--- config.mk ---
export PLATFORM = sky130hd
export DESIGN_NAME = fifo_ctrl
export DESIGN_NICKNAME = d
export VERILOG_FILES = /design/src/rtl/fifo_ctrl_pkg.sv /design/src/rtl/fifo_ctrl_edge_pulse.sv /design/src/rtl/fifo_ctrl.sv
export SDC_FILE = /design/constraint.sdc
export NUM_CORES = 1
export LEC_CHECK = 0
export ABC_AREA = 1
export CORE_MARGIN = 2
export CORE_UTILIZATION = 49
export CTS_CLUSTER_SIZE = 14
export DETAILED_ROUTE_END_ITERATION = 8
export PLACE_DENSITY = 0.85
export SYNTH_ARGS = -nofsm -noshare
export SYNTH_HDL_FRONTEND = slang
export SYNTH_SLANG_ARGS = --single-unit
--- constraint.sdc ---
create_clock -name clk -period 2.8 [get_ports clk]
set_input_delay 0.56 -clock clk [delete_from_list [all_inputs] [get_ports clk]]
set_output_delay 0.56 -clock clk [all_outputs]
set_load 0.01 [all_outputs]
--- src/rtl/fifo_ctrl_pkg.sv ---
// fifo_ctrl_pkg
// Shared definitions for the FIFO controller slice: FSM state encodings and
// the default geometry of the register_file the controller drives.
package fifo_ctrl_pkg;

  localparam int ADDR_W_DEF   = 3;
  localparam int DATA_W_DEF   = 4;
  localparam int SCAN_DIV_DEF = 4;

  typedef enum logic [1:0] {
    IDLE = 2'd0,
    ENQ  = 2'd1,
    DEQ  = 2'd2
  } state_t;

endpackage

--- src/rtl/fifo_ctrl_edge_pulse.sv ---
// edge_pulse
// Converts a level input (a button) into a one-cycle pulse on its rising edge.
// The previous-value register resets to RST_VAL. With RST_VAL=1, a level that
// is held high through reset produces no pulse until it is released and then
// pressed again.
// Ports:
//   clk   in  system clock
//   rst   in  synchronous active-high reset
//   d     in  level input
//   pulse out d & ~d_prev, high for one cycle per rising edge
module edge_pulse #(
  parameter logic RST_VAL = 1'b1
) (
  input  logic clk,
  input  logic rst,
  input  logic d,
  output logic pulse
);

  logic d_prev;

  always_ff @(posedge clk) begin
    if (rst) d_prev <= RST_VAL;
    else     d_prev <= d;
  end

  assign pulse = d & ~d_prev;

endmodule

--- src/rtl/fifo_ctrl.sv ---
// fifo_ctrl
// Eight-entry FIFO controller sitting in front of an external register_file.
// Button-level enq/deq requests are reduced to single enqueue/dequeue
// operations; the controller owns pointers, count, full/empty and the
// per-entry valid bits. A free-running scan walks read port 1 over every
// entry to feed the seven-segment display stage.
// Ports:
//   clk, rst            clock, synchronous active-high reset
//   enq, deq            level requests, acted on at their rising edges
//   in                  data to enqueue (captured when the enqueue is accepted)
//   out                 last dequeued data, registered
//   full, empty, count  occupancy status
//   valid               bit i set while entry i holds live data
//   rf_ra0 / rf_rd0     register_file read port 0, used for dequeue
//   rf_ra1 / rf_rd1     register_file read port 1, used by the display scan
//   rf_wa/rf_we/rf_wd   register_file write port, used for enqueue
//   scan_addr/data/valid entry currently presented to the display
module fifo_ctrl
  import fifo_ctrl_pkg::*;
#(
  parameter int ADDR_W   = ADDR_W_DEF,
  parameter int DATA_W   = DATA_W_DEF,
  parameter int SCAN_DIV = SCAN_DIV_DEF
) (
  input  logic                  clk,
  input  logic                  rst,
  input  logic                  enq,
  input  logic                  deq,
  input  logic [DATA_W-1:0]     in,
  output logic [DATA_W-1:0]     out,
  output logic                  full,
  output logic                  empty,
  output logic [ADDR_W:0]       count,
  output logic [(1<<ADDR_W)-1:0] valid,
  output logic [ADDR_W-1:0]     rf_ra0,
  input  logic [DATA_W-1:0]     rf_rd0,
  output logic [ADDR_W-1:0]     rf_ra1,
  input  logic [DATA_W-1:0]     rf_rd1,
  output logic [ADDR_W-1:0]     rf_wa,
  output logic                  rf_we,
  output logic [DATA_W-1:0]     rf_wd,
  output logic [ADDR_W-1:0]     scan_addr,
  output logic [DATA_W-1:0]     scan_data,
  output logic                  scan_valid
);

  localparam int              DEPTH    = 1 << ADDR_W;
  localparam logic [ADDR_W:0] CNT_FULL = (ADDR_W+1)'(DEPTH);
  localparam int              SCNT_W   = (SCAN_DIV > 1) ? $clog2(SCAN_DIV) : 1;
  localparam logic [SCNT_W-1:0] SCNT_LAST = SCNT_W'(SCAN_DIV - 1);

  state_t              state, state_nxt;
  logic                enq_p, deq_p;
  logic                accept_enq;
  logic [ADDR_W-1:0]   wp, rp;
  logic [DATA_W-1:0]   in_q;
  logic [SCNT_W-1:0]   scan_cnt;

  edge_pulse #(.RST_VAL(1'b1)) u_enq_edge (
    .clk   (clk),
    .rst   (rst),
    .d     (enq),
    .pulse (enq_p)
  );

  edge_pulse #(.RST_VAL(1'b1)) u_deq_edge (
    .clk   (clk),
    .rst   (rst),
    .d     (deq),
    .pulse (deq_p)
  );

  assign full  = (count == CNT_FULL);
  assign empty = (count == '0);

  // Enqueue has priority; a dequeue pulse on the same edge is simply dropped.
  assign accept_enq = (state == IDLE) && enq_p && !full;

  always_comb begin
    state_nxt = state;
    case (state)
      IDLE: begin
        if (accept_enq)           state_nxt = ENQ;
        else if (deq_p && !empty) state_nxt = DEQ;
      end
      ENQ:     state_nxt = IDLE;
      DEQ:     state_nxt = IDLE;
      default: state_nxt = IDLE;
    endcase
  end

  always_ff @(posedge clk) begin
    if (rst) begin
      state <= IDLE;
      wp    <= '0;
      rp    <= '0;
      count <= '0;
      valid <= '0;
      out   <= '0;
      in_q  <= '0;
    end else begin
      state <= state_nxt;
      if (accept_enq) in_q <= in;
      case (state)
        ENQ: begin
          valid[wp] <= 1'b1;
          wp        <= wp + 1'b1;
          count     <= count + 1'b1;
        end
        DEQ: begin
          out       <= rf_rd0;
          valid[rp] <= 1'b0;
          rp        <= rp + 1'b1;
          count     <= count - 1'b1;
        end
        default: ;
      endcase
    end
  end

  // The write strobe is gated by rst directly so a reset landing on the
  // ENQ cycle cannot corrupt storage.
  assign rf_we  = (state == ENQ) && !rst;
  assign rf_wa  = wp;
  assign rf_wd  = in_q;
  assign rf_ra0 = rp;

  // Display scan, independent of the FSM.
  always_ff @(posedge clk) begin
    if (rst) begin
      scan_cnt  <= '0;
      scan_addr <= '0;
    end else if (scan_cnt == SCNT_LAST) begin
      scan_cnt  <= '0;
      scan_addr <= scan_addr + 1'b1;
    end else begin
      scan_cnt  <= scan_cnt + 1'b1;
    end
  end

  assign rf_ra1     = scan_addr;
  assign scan_data  = rf_rd1;
  assign scan_valid = valid[scan_addr];

endmodule

== Word-level counts from Yosys, hierarchy flattened ==
Index checks and enable logic that the tools add are counted.

* $lt $le $gt $ge: 5
* Add/subtract/negate cells: 6
* Multiplexer cells: 10
* Eq/ne operators: 4
* Bitwise gates (word level): 8
* Reduce and logical (&&, ||, !) cells: 16

{| class="wikitable"
|+ Operators by type and width
! kind !! number
|-
| $pmux W8 S2 || 1
|-
| $lt A3 B4 Y1 const B || 3
|-
| $add A3 B1 Y3 const B || 3
|-
| $and A8 B8 Y8 || 1
|-
| $not A8 Y8 || 1
|-
| $or A8 B8 Y8 || 1
|-
| $pmux W4 S2 || 1
|-
| $demux W1 S3 || 2
|-
| $ge A3 B1 Y1 const B || 2
|-
| $logic_and A1 B1 Y1 || 6
|-
| $mux W1 || 5
|-
| $add A4 B1 Y4 const B || 1
|-
| $eq A2 B2 Y1 const B || 2
|-
| $eq A4 B4 Y1 const B || 1
|-
| $logic_not A4 Y1 || 1
|-
| $reduce_bool A2 Y1 || 2
|-
| $reduce_or A2 Y1 || 2
|-
| $sub A4 B1 Y4 const B || 1
|-
| $bmux W1 S3 || 1
|-
| $logic_not A1 Y1 || 3
|-
| $not A1 Y1 || 3
|-
| $reduce_or A3 Y1 || 1
|-
| $add A2 B1 Y2 const B || 1
|-
| $and A1 B1 Y1 || 2
|-
| other kinds (2) || 2
|}

* Logic and storage cells: 61
* Bits in registers: 35
* Input bits: 16
* Output and inout bits: 40

== Depth between registers and ports, before layout ==
* Depth after elaboration: 7
* Depth in mapped cells: 10
* Depth with buffers taken out: 10

== Modules after synthesis ==
A second synthesis with hierarchy kept.

* Cell total of the unflattened synthesis: 224
* Area total of the unflattened synthesis: 1669.1 um2

{| class="wikitable"
|+ By module, submodules not included
! module !! cells each !! sequential area each (um2) !! times used !! area each (um2)
|-
| fifo_ctrl || 214 || 660.6 || 1 || 1594.0
|-
| edge_pulse || 5 || 20.0 || 2 || 37.5
|}

== Worst setup path before layout ==
Ideal clock, no wire load.

* Kind: input port to output port
* Start point: in rst
* End point: out rf_we
* Arrival time: 1.051 ns
* Path buffers: 2
* Data required time: 2.240 ns
* Slack: 1.189 ns
* Stages on the path: 3
* Path through: buf_6 > clkbuf_1 > nor2_1

* Longest elaborated chain between the ends: 2

{| class="wikitable"
|+ RTL lines
! element !! line !! source
|-
| from (decl) || fifo_ctrl.sv:26 || <nowiki>input logic rst,</nowiki>
|-
| $logic_not A1 Y1 || fifo_ctrl.sv:123 || <nowiki>assign rf_we = (state == ENQ) && !rst;</nowiki>
|-
| $logic_and A1 B1 Y1 || fifo_ctrl.sv:123 ||
|-
| to (decl) || fifo_ctrl.sv:40 || <nowiki>output logic rf_we,</nowiki>
|}

No other way between the ends.

== Worst setup path after layout ==
* Start point: reg scan_addr[0] (netlist: rf_ra1[0])
* End point: out scan_valid

* Longest elaborated chain between the ends: 2

{| class="wikitable"
|+ RTL lines
! element !! line !! source
|-
| from (decl) || fifo_ctrl.sv:42 || <nowiki>output logic [ADDR_W-1:0] scan_addr,</nowiki>
|-
| from (signal assigned) || fifo_ctrl.sv:135 || <nowiki>scan_addr <= scan_addr + 1'b1;</nowiki>
|-
| $bmux W1 S3 || fifo_ctrl.sv:143 || <nowiki>assign scan_valid = valid[scan_addr];</nowiki>
|-
| $mux W1 (not written as such) || fifo_ctrl.sv:143 ||
|-
| to (decl) || fifo_ctrl.sv:44 || <nowiki>output logic scan_valid</nowiki>
|}

No other way between the ends. The select of a mux whose other input is x is not followed.

==> reports/summary.md <==
* 0.5961% — multiplexer fraction of the synthesized cell area
* 323.8 uV — IR Drop Worst-Case VDD
* scan_cnt[0] — sink of the worst hold path
* output port — Critical Path End Type
* 6.061% — fraction of final layout cells with drive strength greater than 1
* 0 — count of maximum capacitance violations
* 288 — number of nets in the layout
* 27.56% — net switching fraction of the power
* 63 — Detailed Route Iter0 Violations
* dfxtp_1 — crit path max-delay cell type
* reg2reg — path type of the worst min-delay path
* 245 — syn_nets
* nor2_1, nor2_1, o21ai_0, o21ai_0, nand2_1, nand2_1, clkdlybuf4s50_1 — cell breakdown of the critical path
* 0.2995 mW — switching power
* 11.10 um — average wire length per cell after detail routing
* 6.706% — share of synthesized cell area in full adder, half adder and majority cells
* 0 ns — final total negative setup slack
* 420.7 MHz — maximum clock frequency
* 84.90% — ratio of final minimum period to clock period
* 41.73% — sequential area share after synthesis
* yes — CTS tree
* 3440 um — Final Routed Wirelength
* 16.39% — share of the synthesized area in compound gates (AO/OA/AOI/OAI)
* 5816 um — wire length of the first global-routing pass
* state[0] — launch instance of the worst register-to-register path
* 1.10 ns — reg-to-reg slack, setup
* 0 — number of instances resized during post-cts repair
* reg2out — startpoint-to-endpoint class of the critical path
* valid[2] — end of the worst register-to-register path
* 0.4807 ns — worst-margin pin slew
* 20 — pin count of the biggest net entering global routing
* 0.003311 sq mm — core outline area
* 62.54 um — height of the die
* 0.001679 sq mm — Post-Syn Area
* 1.82 ns — arrival time reported for the critical path endpoint
* 495.7 mW/mm^2 — power density over cell area
* 20.1% — combinational power share
* 62.54 um — horizontal extent of the die
* 3.130% — Synth Area in XOR/XNOR
* 67.92% — relative slew slack
* 35 — CTS Sinks
* false — RSZ-0062 raised after global routing
* 0 — final hold viol count
* simple AND/OR/NAND/NOR gates — combinational family with the most area after synthesis
* 56 — I/O Pins
* 2 — level count of the clock H-tree
* 50.72% — starting utilization of the core area
* 30.55% — growth of design area from synthesis to finish
* finished, final reports clean — run status
* 1541 — via count
* 7.632 sq um — synthesized area per cell
* 0.003911 sq mm — die area
* 4.971 — via/cell ratio
* 4 — first-pass detailed-route iteration total
* 0 — Setup Fix Bufs, Post-CTS
* 0.52 ns — maximum cell stage delay along the critical path
* 30.11% — met2 Use GR
* 2 — largest buffer count on any clock path
* 0.8798 nW — standby leakage power
* 0 — Final Max Tran Viols
* 1 — number of instances on the worst hold path
* 0.10 ns — clock-pin slew on the worst setup and hold paths
* 0 — number of warnings issued by yosys
* 2.24 ns — data required time of the critical path
* 35 — flops & latches, synth
* dfxtp_1 — cell type with the highest aggregate area in the netlist
* 1 — count of buffering cells on the critical path with inverters included
* scan_cnt[0] — HP Start
* dfxtp_1, nor2_1, o21ai_0, a21oi_1, ha_1 — top cells by area in the synthesized netlist
* 700.7 sq um — area taken by flip-flops and latches
* 20.86% — area fraction in and, or, nand and nor cells after synthesis
* 0.002192 sq mm — post-layout instance area
* 0.8078 — GP Congestion
* 0.008120 ns — Max Clock Skew
* 5 — total clock buffers created by CTS
* 41.73% — area share of the largest cell type after synthesis
* 28.8% — clock group share of total power
* 6 — worst reg-to-reg path cell count
* 0 — number of antenna diodes
* flop — category of the worst setup path launch point
* 5.766% — met3 track demand over resource
* rf_ra1[0] — worst setup path startpoint
* 0 — total grt overflow
* 309 — number of fill cells
* 9 — maximum fanout encountered on the critical timing path
* 1367 — vias in the first global route
* 0.34 ns — Skew-Pair Late Insertion Delay
* 0 — setup violators final
* 21 — Cell Rows
* 0 — antenna violations before repair
* 2.377 ns — final worst path period need
* 0.7872 mW — design internal power
* 51.1% — sequential cell fraction of total power
* 47 — number of buffers inserted by port buffering
* 0.002123 sq mm — placed cell area
* clkbuf_4 — root cell of the clock tree
* 800.8 sq um — multi-input gate area in the final layout
* met2 — layer with the highest usage
* 2498 um — detailed placer's ending HPWL
* 0 — Hold Buf Count CTS
* 220 — number of instances in the synthesized netlist
* 0 — antenna-violating nets left
* 21.81% — global routing usage on met1
* 18.27% — total global-route track usage
* 28 — number of distinct library cells after synthesis
* 0 — drc violations
* flip-flops — kind of cell adding the most delay to the critical path
kinds of logic (layout without fill, tap and decap cells):
kind of cell | count (synthesis) | after routing
simple gates | 82 | 82
flops | 35 | 35
mux | 1 | 1
fa+ha+maj | 9 | 9
buf+inv | 35 | 79
compound gates | 52 | 52
xor+xnor | 6 | 6
power groups by stage:
stage / clock network [mW] / logic (mW) / registers [mW]
2_1_floorplan: 0 / 0.124 / 0.571
3_3_place_gp: 0 / 0.215 / 0.566
3_5_place_dp: 0 / 0.218 / 0.566
4_1_cts: 0.321 / 0.220 / 0.555
5_1_grt: 0.345 / 0.242 / 0.561
6_report: 0.313 / 0.219 / 0.555
stage by stage:
stage | hold slack (ns) | power [mW] | worst slack, ns | util [%] | cells
global route | 0.4669 | 1.147 | 0.2498 | 66.21 | 310
global placement | 0.4059 | 0.7808 | 0.6331 | 64.13 | 302
CTS | 0.4293 | 1.097 | 0.4026 | 66.21 | 310
detailed placement | 0.4109 | 0.7847 | 0.6177 | 64.13 | 302
finish | 0.4272 | 1.087 | 0.4228 | 66.21 | 310
floorplan | 0.3977 | 0.6953 | 1.189 | - | 220
metal layers:
layer,routed length [um],vias to the layer above
li1,-,792
met1,1590,683
met2,1528,56
met3,257,10
met4,63,0
met5,0,-
synthesized netlist by cell type (all sizes together):
cell    number
nand2       26
o22ai        1
ha           9
mux2i        1
nor3b        2
xor2         1
inv         23
buf         11
nor2        41
dfxtp       35
a21oi       23
nor3         8
xnor2        5
nand3b       1
o21ai       24
a211oi       2
clkbuf       1
o31ai        1
or2          1
nand3        3
a31oi        1
state kept, by name, summed over array words and instances (netlist names):
name	count
out	4
scan_cnt	2
u_enq_edge.d_prev	1
valid	8
state	2
rf_ra1	3
u_deq_edge.d_prev	1
rf_wa	3
rf_wd	4
count	4
rf_ra0	3
worst max-delay path by stage:
stage                      end  slack (ns)  cells past startpoint
floorplan                rf_we        1.19                      3
global placement         rf_we        0.63                      3
detailed placement       rf_we        0.62                      3
CTS                 scan_valid        0.40                      7
global route        scan_valid        0.25                      7
finish              scan_valid        0.42                      7
cell type report:
type / count / area share, %
clock buffers: 8 / 3.139
inverters: 23 / 3.938
multi-input cells: 150 / 36.53
flip-flops and latches: 35 / 31.96
well taps: 46 / 2.626
repair buffers: 48 / 21.80
cells in the final DEF, fill, tap and decap left out:
cell / instances
clkdlybuf4s50_1: 47
nor2_1: 40
dfxtp_1: 35
nand2_1: 25
o21ai_0: 24
a21oi_1: 23
inv_1: 20
ha_1: 9
nor3_1: 8
xnor2_1: 5
clkbuf_4: 5
inv_2: 3
nand3_1: 2
nor3b_1: 2
clkbuf_8: 2
mux2i_1: 1
o22ai_1: 1
nor2_4: 1
o31ai_1: 1
or2_2: 1
nand2_2: 1
nand3_2: 1
xor2_1: 1
a31oi_1: 1
a211oi_1: 1
nand3b_1: 1
a211oi_2: 1
clkbuf_1: 1
buf_4: 1
(Power assumes the default switching activity.)
